--- src/rtl/ram_bus_pkg.sv ---
// Shared types and defaults for the two-requester RAM bus arbiter.
package ram_bus_pkg;
  localparam int AW_DEF = 4;
  localparam int DW_DEF = 4;

  typedef enum logic [1:0] {
    IDLE    = 2'd0,
    ISSUE   = 2'd1,
    CAPTURE = 2'd2
  } arb_state_t;
endpackage

--- src/rtl/rr_arb2.sv ---
// Combinational 2-way round-robin picker; the pointer register lives in the caller.
module rr_arb2 (
  input  logic [1:0] elig,
  input  logic       last,
  output logic       gnt_valid,
  output logic       gnt_idx
);
  // On a tie the requester not served last wins; otherwise the lone one wins.
  assign gnt_valid = |elig;
  assign gnt_idx   = (&elig) ? ~last : elig[1];
endmodule

--- src/rtl/ram_bus_arbiter.sv ---
// Serialises two requesters onto one synchronous single-port RAM with
// round-robin fairness, a fixed IDLE/ISSUE/CAPTURE sequence and registered acks.
module ram_bus_arbiter
  import ram_bus_pkg::*;
#(
  parameter int AW = AW_DEF,
  parameter int DW = DW_DEF
) (
  input  logic          CLK100MHZ,
  input  logic          rst_n,
  input  logic [1:0]    req,
  input  logic [1:0]    we,
  input  logic [AW-1:0] addr0,
  input  logic [AW-1:0] addr1,
  input  logic [DW-1:0] wdata0,
  input  logic [DW-1:0] wdata1,
  output logic [1:0]    ack,
  output logic [DW-1:0] rdata,
  output logic          busy,
  output logic          owner,
  output logic          ram_we,
  output logic [AW-1:0] ram_addr,
  output logic [DW-1:0] ram_din,
  input  logic [DW-1:0] ram_dout
);
  arb_state_t    state, next_state;
  logic          last;
  logic          we_q;
  logic [AW-1:0] addr_q;
  logic [DW-1:0] din_q;
  logic [1:0]    elig;
  logic          gnt_valid, gnt_idx, grant;

  // A requester in its ack cycle has not yet had a chance to drop req.
  assign elig  = req & ~ack;
  assign grant = (state == IDLE) && gnt_valid;

  rr_arb2 u_rr (
    .elig      (elig),
    .last      (last),
    .gnt_valid (gnt_valid),
    .gnt_idx   (gnt_idx)
  );

  // NOTE: sequential state uses non-blocking (<=) so every register samples
  // pre-edge values; blocking here would create order-dependent simulation.
  always_ff @(posedge CLK100MHZ) begin
    if (!rst_n) state <= IDLE;
    else        state <= next_state;
  end

  // NOTE: next_state gets a default before the case so no path leaves it
  // unassigned, which would infer a latch.
  always_comb begin
    next_state = state;
    unique case (state)
      IDLE:    if (gnt_valid) next_state = ISSUE;
      ISSUE:   next_state = CAPTURE;
      CAPTURE: next_state = IDLE;
      default: next_state = IDLE;
    endcase
  end

  always_ff @(posedge CLK100MHZ) begin
    if (!rst_n) begin
      last   <= 1'b1;
      owner  <= 1'b0;
      we_q   <= 1'b0;
      addr_q <= '0;
      din_q  <= '0;
      ack    <= '0;
      rdata  <= '0;
    end else begin
      ack <= '0;
      if (grant) begin
        last   <= gnt_idx;
        owner  <= gnt_idx;
        we_q   <= we[gnt_idx];
        addr_q <= gnt_idx ? addr1  : addr0;
        din_q  <= gnt_idx ? wdata1 : wdata0;
      end
      if (state == CAPTURE) begin
        ack[owner] <= 1'b1;
        if (!we_q) rdata <= ram_dout;
      end
    end
  end

  // Address/data always come from the latches so the RAM sees no glitches;
  // gating the strobe by rst_n blocks a write when reset lands in ISSUE.
  assign busy     = (state != IDLE);
  assign ram_we   = (state == ISSUE) && we_q && rst_n;
  assign ram_addr = addr_q;
  assign ram_din  = din_q;
endmodule

--- config.mk ---
export PLATFORM = sky130hd
export DESIGN_NAME = ram_bus_arbiter
export DESIGN_NICKNAME = d
export VERILOG_FILES = /design/src/rtl/ram_bus_pkg.sv /design/src/rtl/rr_arb2.sv /design/src/rtl/ram_bus_arbiter.sv
export SDC_FILE = /design/constraint.sdc
export NUM_CORES = 1
export LEC_CHECK = 0
export BUFFER_PORTS_ARGS = -buffer_cell sky130_fd_sc_hd__buf_2
export CAP_MARGIN = 10
export CORE_AREA = 3 3 46 56
export DETAILED_ROUTE_END_ITERATION = 10
export DIE_AREA = 0 0 49 59
export PLACE_DENSITY = 0.82
export SETUP_SLACK_MARGIN = 0.15
export SYNTH_ARGS = -nofsm -noshare
export SYNTH_HDL_FRONTEND = slang
export SYNTH_SLANG_ARGS = --single-unit
--- constraint.sdc ---
create_clock -name CLK100MHZ -period 1.5 [get_ports CLK100MHZ]
set_input_delay 0.075 -clock CLK100MHZ [delete_from_list [all_inputs] [get_ports CLK100MHZ]]
set_output_delay 0.075 -clock CLK100MHZ [all_outputs]
set_load 0.01 [all_outputs]
==> impl_results.html, run 1 <==
<table>
<tr><th>Metric</th><th>Value</th></tr>
<tr><th colspan="2">Yosys</th></tr>
<tr><td>Share of Yosys cell area claimed by the top area cell type</td><td>0.449</td></tr>
<tr><td>Area contributors post-synth</td><td>dfxtp_1 45%, mux2i_1 15%, a21oi_2 9.3%, o21ai_1 5.3%, nor2b_1 4.4%</td></tr>
<tr><td>Number of flip-flops and latches in the synthesized netlist</td><td>19</td></tr>
<tr><td>Post-synthesis cell area</td><td>847 µm²</td></tr>
<tr><td>Sequential element share of the synthesized area</td><td>0.449</td></tr>
<tr><td>Library cell with the largest summed area after synthesis</td><td>dfxtp_1</td></tr>
<tr><td>Distinct cell type count after synthesis</td><td>21</td></tr>
<tr><td>Yosys Warn Count</td><td>0</td></tr>
<tr><td>Post-Syn Area per Cell</td><td>10.6 µm²</td></tr>
<tr><td>Cell count after synthesis</td><td>80</td></tr>
<tr><td>Nets in the synthesized netlist</td><td>106</td></tr>
<tr><th colspan="2">Timing</th></tr>
<tr><td>Final critical-path setup slack</td><td>0.242 ns</td></tr>
<tr><td>Max Slew Vio Count</td><td>0</td></tr>
<tr><td>Number of hold violations in the final report</td><td>0</td></tr>
<tr><td>Hold_ws</td><td>0.0359 ns</td></tr>
<tr><td>Slew margin rel.</td><td>0.814</td></tr>
<tr><td>Number of failing setup endpoints in the final timing report</td><td>0</td></tr>
<tr><td>Peak Freq</td><td>0.795 GHz</td></tr>
<tr><td>Fraction of the cycle the final worst path needs</td><td>0.838</td></tr>
<tr><td>Clock period minus final worst setup slack</td><td>1.26 ns</td></tr>
<tr><td>Clock Skew</td><td>0.00509 ns</td></tr>
<tr><td>Total negative setup slack</td><td>0 ns</td></tr>
<tr><td>Slew of the pin with the lowest slew margin</td><td>0.278 ns</td></tr>
<tr><td>RSZ-0062 raised after global routing</td><td>no</td></tr>
<tr><th colspan="2">Worst setup path</th></tr>
<tr><td>Startpoint type of the worst setup path</td><td>register</td></tr>
<tr><td>Start-to-end type of the worst setup path</td><td>register to register</td></tr>
<tr><td>Critical Path End Type</td><td>register</td></tr>
<tr><td>Data arrival time at the worst-slack endpoint</td><td>1.49 ns</td></tr>
<tr><td>Required time reported for the critical path endpoint</td><td>1.73 ns</td></tr>
<tr><td>Largest fanout on the critical path</td><td>8</td></tr>
<tr><th colspan="2">Global routing</th></tr>
<tr><td>Wire length of the first global-routing pass</td><td>2740 µm</td></tr>
<tr><td>Initial antenna violation count</td><td>0</td></tr>
<tr><td>GRT Resource Usage Total</td><td>0.122</td></tr>
<tr><td>Vias in the first global route</td><td>669</td></tr>
<tr><td>Maximum number of pins on one net before global-route repair</td><td>20</td></tr>
<tr><td>Overall overflow remaining after global route</td><td>0</td></tr>
<tr><th colspan="2">Die</th></tr>
<tr><td>Initial cell density of the core</td><td>0.404</td></tr>
<tr><td>Horizontal extent of the die</td><td>49 µm</td></tr>
<tr><td>Floorplan die height</td><td>59 µm</td></tr>
<tr><td>Area of the die</td><td>2890 µm²</td></tr>
<tr><td>Core area</td><td>2090 µm²</td></tr>
<tr><td>Number of placement rows</td><td>18</td></tr>
<tr><td>I/O Pins</td><td>43</td></tr>
<tr><th colspan="2">Worst hold path</th></tr>
<tr><td>Worst Hold Class</td><td>input port to register</td></tr>
<tr><th colspan="2">Placement</th></tr>
<tr><td>Global placement routability congestion</td><td>0.717</td></tr>
<tr><td>Post-placement setup slack</td><td>0.198 ns</td></tr>
<tr><td>DP HPWL</td><td>1420 µm</td></tr>
<tr><td>Port Buf Inserts</td><td>42</td></tr>
<tr><td>Placement-stage cell area</td><td>1080 µm²</td></tr>
<tr><th colspan="2">Drt</th></tr>
<tr><td>Number of detailed-routing iterations run before antenna repair</td><td>2</td></tr>
<tr><td>Wire length per cell after detailed routing</td><td>11.5 µm</td></tr>
<tr><td>Initial drt markers</td><td>9</td></tr>
<tr><td>Antenna-violating nets left</td><td>0</td></tr>
<tr><td>DR vias/cell</td><td>4.53</td></tr>
<tr><td>Via count</td><td>707</td></tr>
<tr><td>Number of design rule violations left after detail routing</td><td>0</td></tr>
<tr><td>Routed wire length</td><td>1800 µm</td></tr>
<tr><th colspan="2">Clocking</th></tr>
<tr><td>Worst-case clock buffer depth</td><td>2</td></tr>
<tr><td>CTS H-tree lvls</td><td>1</td></tr>
<tr><td>Clock root cell</td><td>clkbuf_4</td></tr>
<tr><td>TritonCTS clock tree</td><td>done</td></tr>
<tr><td>Clock input transition at the sequential cells of the worst setup and hold paths</td><td>0.11 ns</td></tr>
<tr><td>Number of sinks driven by the clock tree</td><td>19</td></tr>
<tr><td>CTS Hold Buffers Added</td><td>0</td></tr>
<tr><td>Clock latency of the later-clocked register in the worst-skew pair</td><td>0.29 ns</td></tr>
<tr><td>TritonCTS Buffers</td><td>3</td></tr>
<tr><th colspan="2">Power and ir drop</th></tr>
<tr><td>Reported leakage power</td><td>0.000519 µW</td></tr>
<tr><td>PD cells</td><td>980 nW/µm²</td></tr>
<tr><td>Worst VDD drop</td><td>463 µV</td></tr>
<tr><th colspan="2">Cells and area</th></tr>
<tr><td>Fraction of layout instances using a drive strength above 1</td><td>0.532</td></tr>
<tr><td>Most common cell after layout, fill and taps aside</td><td>buf_2</td></tr>
<tr><td>Most frequent cells in the layout</td><td>42 x buf_2, 19 x dfxtp_1, 11 x mux2i_1</td></tr>
<tr><td>Synth-to-layout area growth</td><td>33.2%</td></tr>
<tr><td>Post-route cell area</td><td>1130 µm²</td></tr>
<tr><td>Final net count</td><td>153</td></tr>
<tr><td>Number of antenna diodes</td><td>0</td></tr>
<tr><th colspan="2">Status</th></tr>
<tr><td>Result of the run</td><td>completed</td></tr>
<tr><th colspan="2">Flow run</th></tr>
<tr><td>Reported max-cap violation count</td><td>0</td></tr>
</table>
[kinds of logic (layout without fill, tap and decap cells)]
family / Yosys count / after routing / share of synthesized area
DFF: 19 / 19 / 0.449
and+or+nand+nor: 20 / 20 / 0.146
buffers and inverters: 7 / 53 / 0.0620
AOI/OAI and AO/OA: 21 / 21 / 0.189
muxes: 13 / 13 / 0.154
[cell type report]
type	instances	area [µm²]
clock buffers	4	26.3
fillers	201	966
inverters	1	3.75
multi-input cells	54	422
flip-flops and latches	19	380
well taps	30	37.5
repair buffers	48	259
[metrics by stage]
| step | total power (µW) | util | cells |
|---|---|---|---|
| 3_3_place_gp | 836 | 0.514 | 150 |
| 5_1_grt | 1150 | 0.539 | 156 |
| 2_1_floorplan | 762 | - | 80 |
| 6_report | 1110 | 0.539 | 156 |
| 4_1_cts | 1100 | 0.526 | 154 |
| 3_5_place_dp | 848 | 0.514 | 150 |
[report_power, final]
group	switching (µW)	internal [µW]	total, µW
combinational	140	137	276
clock	152	103	255
sequential	25.6	549	574
total	317	789	1110
[registers in the layout (all words and copies together) (netlist names)]
register,count
owner,1
ram_din,4
state,2
ack,2
we_q,1
rdata,4
last,1
ram_addr,4
[cells in the mapped netlist]
master / number
nand2_2: 1
or2_4: 1
nor2_1: 2
a31oi_2: 1
a21oi_2: 9
nand2b_1: 3
a21boi_1: 1
nand2b_4: 1
buf_6: 3
and2_1: 2
o21ai_1: 9
and3_1: 1
nand3_1: 1
mux2i_1: 13
clkbuf_1: 2
inv_1: 1
dfxtp_1: 19
buf_4: 1
nor2b_1: 6
nand2_1: 2
a21oi_4: 1
[worst paths after layout]
check / from / end / slack, ns / cells past startpoint
setup / recovery: state[1]$_SDFFE_PN0P_ / ram_din[0]$_SDFFE_PN0P_ / 0.24 / 5
hold / removal: ram_dout[1] / rdata[1]$_SDFFE_PN0P_ / 0.04 / 3
setup reg to reg: state[1]$_SDFFE_PN0P_ / ram_din[0]$_SDFFE_PN0P_ / 0.24 / 5
hold reg to reg: state[1]$_SDFFE_PN0P_ / state[1]$_SDFFE_PN0P_ / 0.45 / 1
[worst max-delay path, cell delays in order, from the launching register on]
cell and delay, ns:
dfxtp_1 0.33, or2_4 0.26, a21oi_4 0.20, buf_4 0.21, o21ai_1 0.08, a21oi_2 0.12
[routing by layer]
metal  global-route usage  part of all wire  vias to the layer above
met5                    0                 0                        -
met1                0.140              0.42                      321
met3               0.0151             0.038                        2
li1                     -                 -                      365
met2                0.219              0.53                       19
met4               0.0732             0.013                        0
[repair_timing]
action,in CTS,in global routing
endpoints found under the setup margin,0,9
resized for setup,0,3
buffers inserted,0,2
Power figures use the tool's default switching activity.
==> run 2, diff against run 1 <==
--- a/config.mk
+++ b/config.mk
@@ -7,10 +7,10 @@
 export LEC_CHECK = 0
 export BUFFER_PORTS_ARGS = -buffer_cell sky130_fd_sc_hd__buf_2
 export CAP_MARGIN = 10
-export CORE_AREA = 3 3 46 56
+export CORE_AREA = 3 3 47 58
 export DETAILED_ROUTE_END_ITERATION = 10
-export DIE_AREA = 0 0 49 59
-export PLACE_DENSITY = 0.82
+export DIE_AREA = 0 0 50 61
+export PLACE_DENSITY = 0.81
 export SETUP_SLACK_MARGIN = 0.15
 export SYNTH_ARGS = -nofsm -noshare
 export SYNTH_HDL_FRONTEND = slang
==> constraint.sdc (replaced) <==
create_clock -name CLK100MHZ -period 1 [get_ports CLK100MHZ]
set_input_delay 0.05 -clock CLK100MHZ [delete_from_list [all_inputs] [get_ports CLK100MHZ]]
set_output_delay 0.05 -clock CLK100MHZ [all_outputs]
set_load 0.01 [all_outputs]
==> impl_results.html, run 2 (synthesis results as in run 1) <==
<table>
<tr><th>Metric</th><th>Value</th></tr>
<tr><th colspan="2">Drt</th></tr>
<tr><td>DR vias/cell</td><td>4.49 (-0.98%)</td></tr>
<tr><td>Number of detailed-routing iterations run before antenna repair</td><td>3 (+1)</td></tr>
<tr><td>Antenna-violating nets left</td><td>0 (unchanged)</td></tr>
<tr><td>Wire length on met1</td><td>814 µm (+7.4%)</td></tr>
<tr><td>Routed wire length</td><td>2000 µm (+11%)</td></tr>
<tr><td>Length of routed met2 wiring</td><td>977 µm (+3.2%)</td></tr>
<tr><td>Initial drt markers</td><td>12 (+3)</td></tr>
<tr><td>Top Layer Used</td><td>met4</td></tr>
<tr><td>Wire length per cell after detailed routing</td><td>12.4 µm (+7.2%)</td></tr>
<tr><td>Total met3 wirelength after detailed routing</td><td>138 µm (+100%)</td></tr>
<tr><td>Via count</td><td>727 (+2.8%)</td></tr>
<tr><td>Number of design rule violations left after detail routing</td><td>0 (unchanged)</td></tr>
<tr><th colspan="2">Die</th></tr>
<tr><td>Number of placement rows</td><td>19 (+1)</td></tr>
<tr><td>I/O Pins</td><td>43 (unchanged)</td></tr>
<tr><td>Horizontal extent of the die</td><td>50 µm (+2.0%)</td></tr>
<tr><td>Initial cell density of the core</td><td>0.375 (-0.0294)</td></tr>
<tr><td>Area of the die</td><td>3050 µm² (+5.5%)</td></tr>
<tr><td>Core area</td><td>2260 µm² (+7.8%)</td></tr>
<tr><td>Floorplan die height</td><td>61 µm (+3.4%)</td></tr>
<tr><th colspan="2">Worst setup path</th></tr>
<tr><td>Logic depth of the worst setup path including buffers</td><td>5 (unchanged)</td></tr>
<tr><td>Critical path launch point</td><td>ack[1]$_SDFF_PN0_</td></tr>
<tr><td>Endpoint of the lowest-slack register-to-register path</td><td>ram_addr[1]$_SDFFE_PN0P_</td></tr>
<tr><td>Required time reported for the critical path endpoint</td><td>1.19 ns (-0.54 ns)</td></tr>
<tr><td>Largest fanout on the critical path</td><td>10 (+2)</td></tr>
<tr><td>Number of cells on the worst reg-to-reg path</td><td>5 (unchanged)</td></tr>
<tr><td>Worst Setup EP</td><td>ram_addr[1]$_SDFFE_PN0P_</td></tr>
<tr><td>Cell with the largest stage delay on the worst path</td><td>dfxtp_2</td></tr>
<tr><td>Worst r2r src</td><td>ack[1]$_SDFF_PN0_</td></tr>
<tr><td>Cell family with the largest share of critical-path delay</td><td>flip-flops</td></tr>
<tr><td>Data arrival time at the worst-slack endpoint</td><td>1.44 ns (-0.05 ns)</td></tr>
<tr><td>Count of buffer and inverter cells on the critical path</td><td>1 (unchanged)</td></tr>
<tr><td>Ordered cell list for the critical path</td><td>nand2b_4, a31oi_4, buf_12, mux2i_2, a21oi_2</td></tr>
<tr><td>Startpoint type of the worst setup path</td><td>register</td></tr>
<tr><td>Delay of the slowest cell on the worst path</td><td>0.34 ns (about the same)</td></tr>
<tr><td>Start-to-end type of the worst setup path</td><td>register to register</td></tr>
<tr><td>Flop-to-flop setup slack</td><td>-0.25 ns (-0.49 ns)</td></tr>
<tr><td>Critical Path End Type</td><td>register</td></tr>
<tr><th colspan="2">Timing</th></tr>
<tr><td>Peak Freq</td><td>0.798 GHz (+0.41%)</td></tr>
<tr><td>Fraction of the cycle the final worst path needs</td><td>1.25 (+0.414)</td></tr>
<tr><td>RSZ-0062 raised after global routing</td><td>yes</td></tr>
<tr><td>Number of hold violations in the final report</td><td>0 (unchanged)</td></tr>
<tr><td>Max Slew Vio Count</td><td>0 (unchanged)</td></tr>
<tr><td>Clock period minus final worst setup slack</td><td>1.25 ns (-0.00513 ns)</td></tr>
<tr><td>Final critical-path setup slack</td><td>-0.253 ns (-0.495 ns)</td></tr>
<tr><td>Slew of the pin with the lowest slew margin</td><td>0.175 ns (-0.103 ns)</td></tr>
<tr><td>Clock Skew</td><td>0.0130 ns (+0.00795 ns)</td></tr>
<tr><td>Slew margin rel.</td><td>0.880 (+0.0656)</td></tr>
<tr><td>Number of failing setup endpoints in the final timing report</td><td>18 (+18)</td></tr>
<tr><th colspan="2">Status</th></tr>
<tr><td>Violations in the final reports</td><td>negative setup slack</td></tr>
<tr><td>Result of the run</td><td>finished with violations</td></tr>
<tr><th colspan="2">Global routing</th></tr>
<tr><td>GRT Resource Usage Total</td><td>0.129 (+0.00719)</td></tr>
<tr><td>Overall overflow remaining after global route</td><td>0 (unchanged)</td></tr>
<tr><td>Initial antenna violation count</td><td>0 (unchanged)</td></tr>
<tr><td>Vias in the first global route</td><td>664 (-0.75%)</td></tr>
<tr><td>Maximum number of pins on one net before global-route repair</td><td>16 (-20%)</td></tr>
<tr><td>Wire length of the first global-routing pass</td><td>2980 µm (+8.8%)</td></tr>
<tr><th colspan="2">Placement</th></tr>
<tr><td>DP HPWL</td><td>1360 µm (-4.2%)</td></tr>
<tr><td>Post-placement setup slack</td><td>-0.215 ns (-0.413 ns)</td></tr>
<tr><td>Global placement routability congestion</td><td>0.670 (-6.5%)</td></tr>
<tr><td>Port Buf Inserts</td><td>42 (unchanged)</td></tr>
<tr><td>Placement-stage cell area</td><td>1140 µm² (+5.8%)</td></tr>
<tr><th colspan="2">Power and ir drop</th></tr>
<tr><td>Power after layout</td><td>1810 µW (+63%)</td></tr>
<tr><td>Worst VDD drop</td><td>749 µV (+62%)</td></tr>
<tr><td>PD cells</td><td>1360 nW/µm² (+39%)</td></tr>
<tr><td>Reported leakage power</td><td>0.000581 µW (+12%)</td></tr>
<tr><th colspan="2">Cells and area</th></tr>
<tr><td>Most common cell after layout, fill and taps aside</td><td>buf_2</td></tr>
<tr><td>Most frequent cells in the layout</td><td>38 x buf_2, 13 x dfxtp_2, 11 x buf_6</td></tr>
<tr><td>Fillers</td><td>186 (-7.5%)</td></tr>
<tr><td>Post-route cell area</td><td>1330 µm² (+18%)</td></tr>
<tr><td>Fraction of layout instances using a drive strength above 1</td><td>0.740 (+0.209)</td></tr>
<tr><td>Synth-to-layout area growth</td><td>56.9%</td></tr>
<tr><td>Final net count</td><td>158 (+3.3%)</td></tr>
<tr><td>Area of all sequential standard cells</td><td>400 µm² (+5.3%)</td></tr>
<tr><td>Number of antenna diodes</td><td>0 (unchanged)</td></tr>
<tr><td>Multi-input combinational cell area</td><td>488 µm² (+16%)</td></tr>
<tr><th colspan="2">Flow run</th></tr>
<tr><td>Reported max-cap violation count</td><td>0 (unchanged)</td></tr>
<tr><th colspan="2">Clocking</th></tr>
<tr><td>Clock input transition at the sequential cells of the worst setup and hold paths</td><td>0.11 ns (about the same)</td></tr>
<tr><td>Clock latency of the later-clocked register in the worst-skew pair</td><td>0.30 ns (about the same)</td></tr>
<tr><td>CTS H-tree lvls</td><td>1 (unchanged)</td></tr>
<tr><td>Worst-case clock buffer depth</td><td>2 (unchanged)</td></tr>
<tr><td>Clock root cell</td><td>clkbuf_4</td></tr>
<tr><td>Number of sinks driven by the clock tree</td><td>19 (unchanged)</td></tr>
<tr><td>TritonCTS clock tree</td><td>done</td></tr>
<tr><td>TritonCTS Buffers</td><td>3 (unchanged)</td></tr>
<tr><th colspan="2">Worst hold path</th></tr>
<tr><td>Worst Hold Class</td><td>input port to register</td></tr>
</table>
==> run 2: cell count changes in the layout (fill, tap and decap cells not counted), sizes merged <==
| cell | previous run | this run |
|---|---|---|
| buf | 48 | 52 |
| dlygate4sd3 | 0 | 1 |
==> run 2: worst min-delay path by stage <==
stage                            from                        to  slack, ns  depth (start not counted)
after global routing      ram_dout[3]     rdata[3]$_SDFFE_PN0P_      0.008                          3
after global placement    ram_dout[1]     rdata[1]$_SDFFE_PN0P_       0.31                          3
after detailed placement  ram_dout[1]     rdata[1]$_SDFFE_PN0P_       0.32                          3
after floorplan           ram_dout[0]     rdata[0]$_SDFFE_PN0P_       0.22                          2
final                        addr0[0]  ram_addr[0]$_SDFFE_PN0P_       0.02                          3
after CTS                 ram_dout[2]     rdata[2]$_SDFFE_PN0P_       0.02                          3
==> run 2: stage by stage <==
step	hold WS (ns)	cells	util	setup TNS, ns
2_1_floorplan	0.219	80	-	-1.86
4_1_cts	0.0198	159	0.536	-3.14
3_3_place_gp	0.307	153	0.504	-2.11
3_5_place_dp	0.319	153	0.504	-2.65
6_report	0.0176	162	0.588	-3.37
5_1_grt	0.00765	162	0.588	-4.45
==> run 2: cell type report <==
| cell class | instances | share of cell area |
|---|---|---|
| sequential | 19 | 0.301 |
| timing repair buffer | 53 | 0.280 |
| clock buffer | 4 | 0.0198 |
| tap | 31 | 0.0292 |
| multi-input combinational | 54 | 0.367 |
| inverter | 1 | 0.00282 |
==> run 2: worst register-to-register path, stage by stage (launching register included) <==
cell and delay [ns]:
dfxtp_2 0.34, nand2b_4 0.15, a31oi_4 0.17, buf_12 0.17
mux2i_2 0.24, a21oi_2 0.07
==> run 2: report_power, final <==
part | internal (µW) | switching [µW] | leakage [µW] | total (µW)
Sequential | 831 | 49.9 | 0.000162 | 881
Combinational | 294 | 239 | 0.000404 | 534
Clock | 155 | 236 | 0.0000150 | 391
Total | 1280 | 525 | 0.000581 | 1810
==> run 2: per-layer routing <==
layer  GRT usage  vias up
li1            -      372
met1       0.163      314
met2       0.200       33
met3      0.0369        8
met4      0.0711        0
met5           0        -
==> run 2: what timing repair did <==
action                                 4_1_cts  5_1_grt
resized for setup                            7       29
endpoints found under the hold margin        1        0
pin swaps                                    1        2
hold buffers                                 1        0
setup buffers                                1        3
setup endpoints to repair                   19       32
cloned                                       0        0
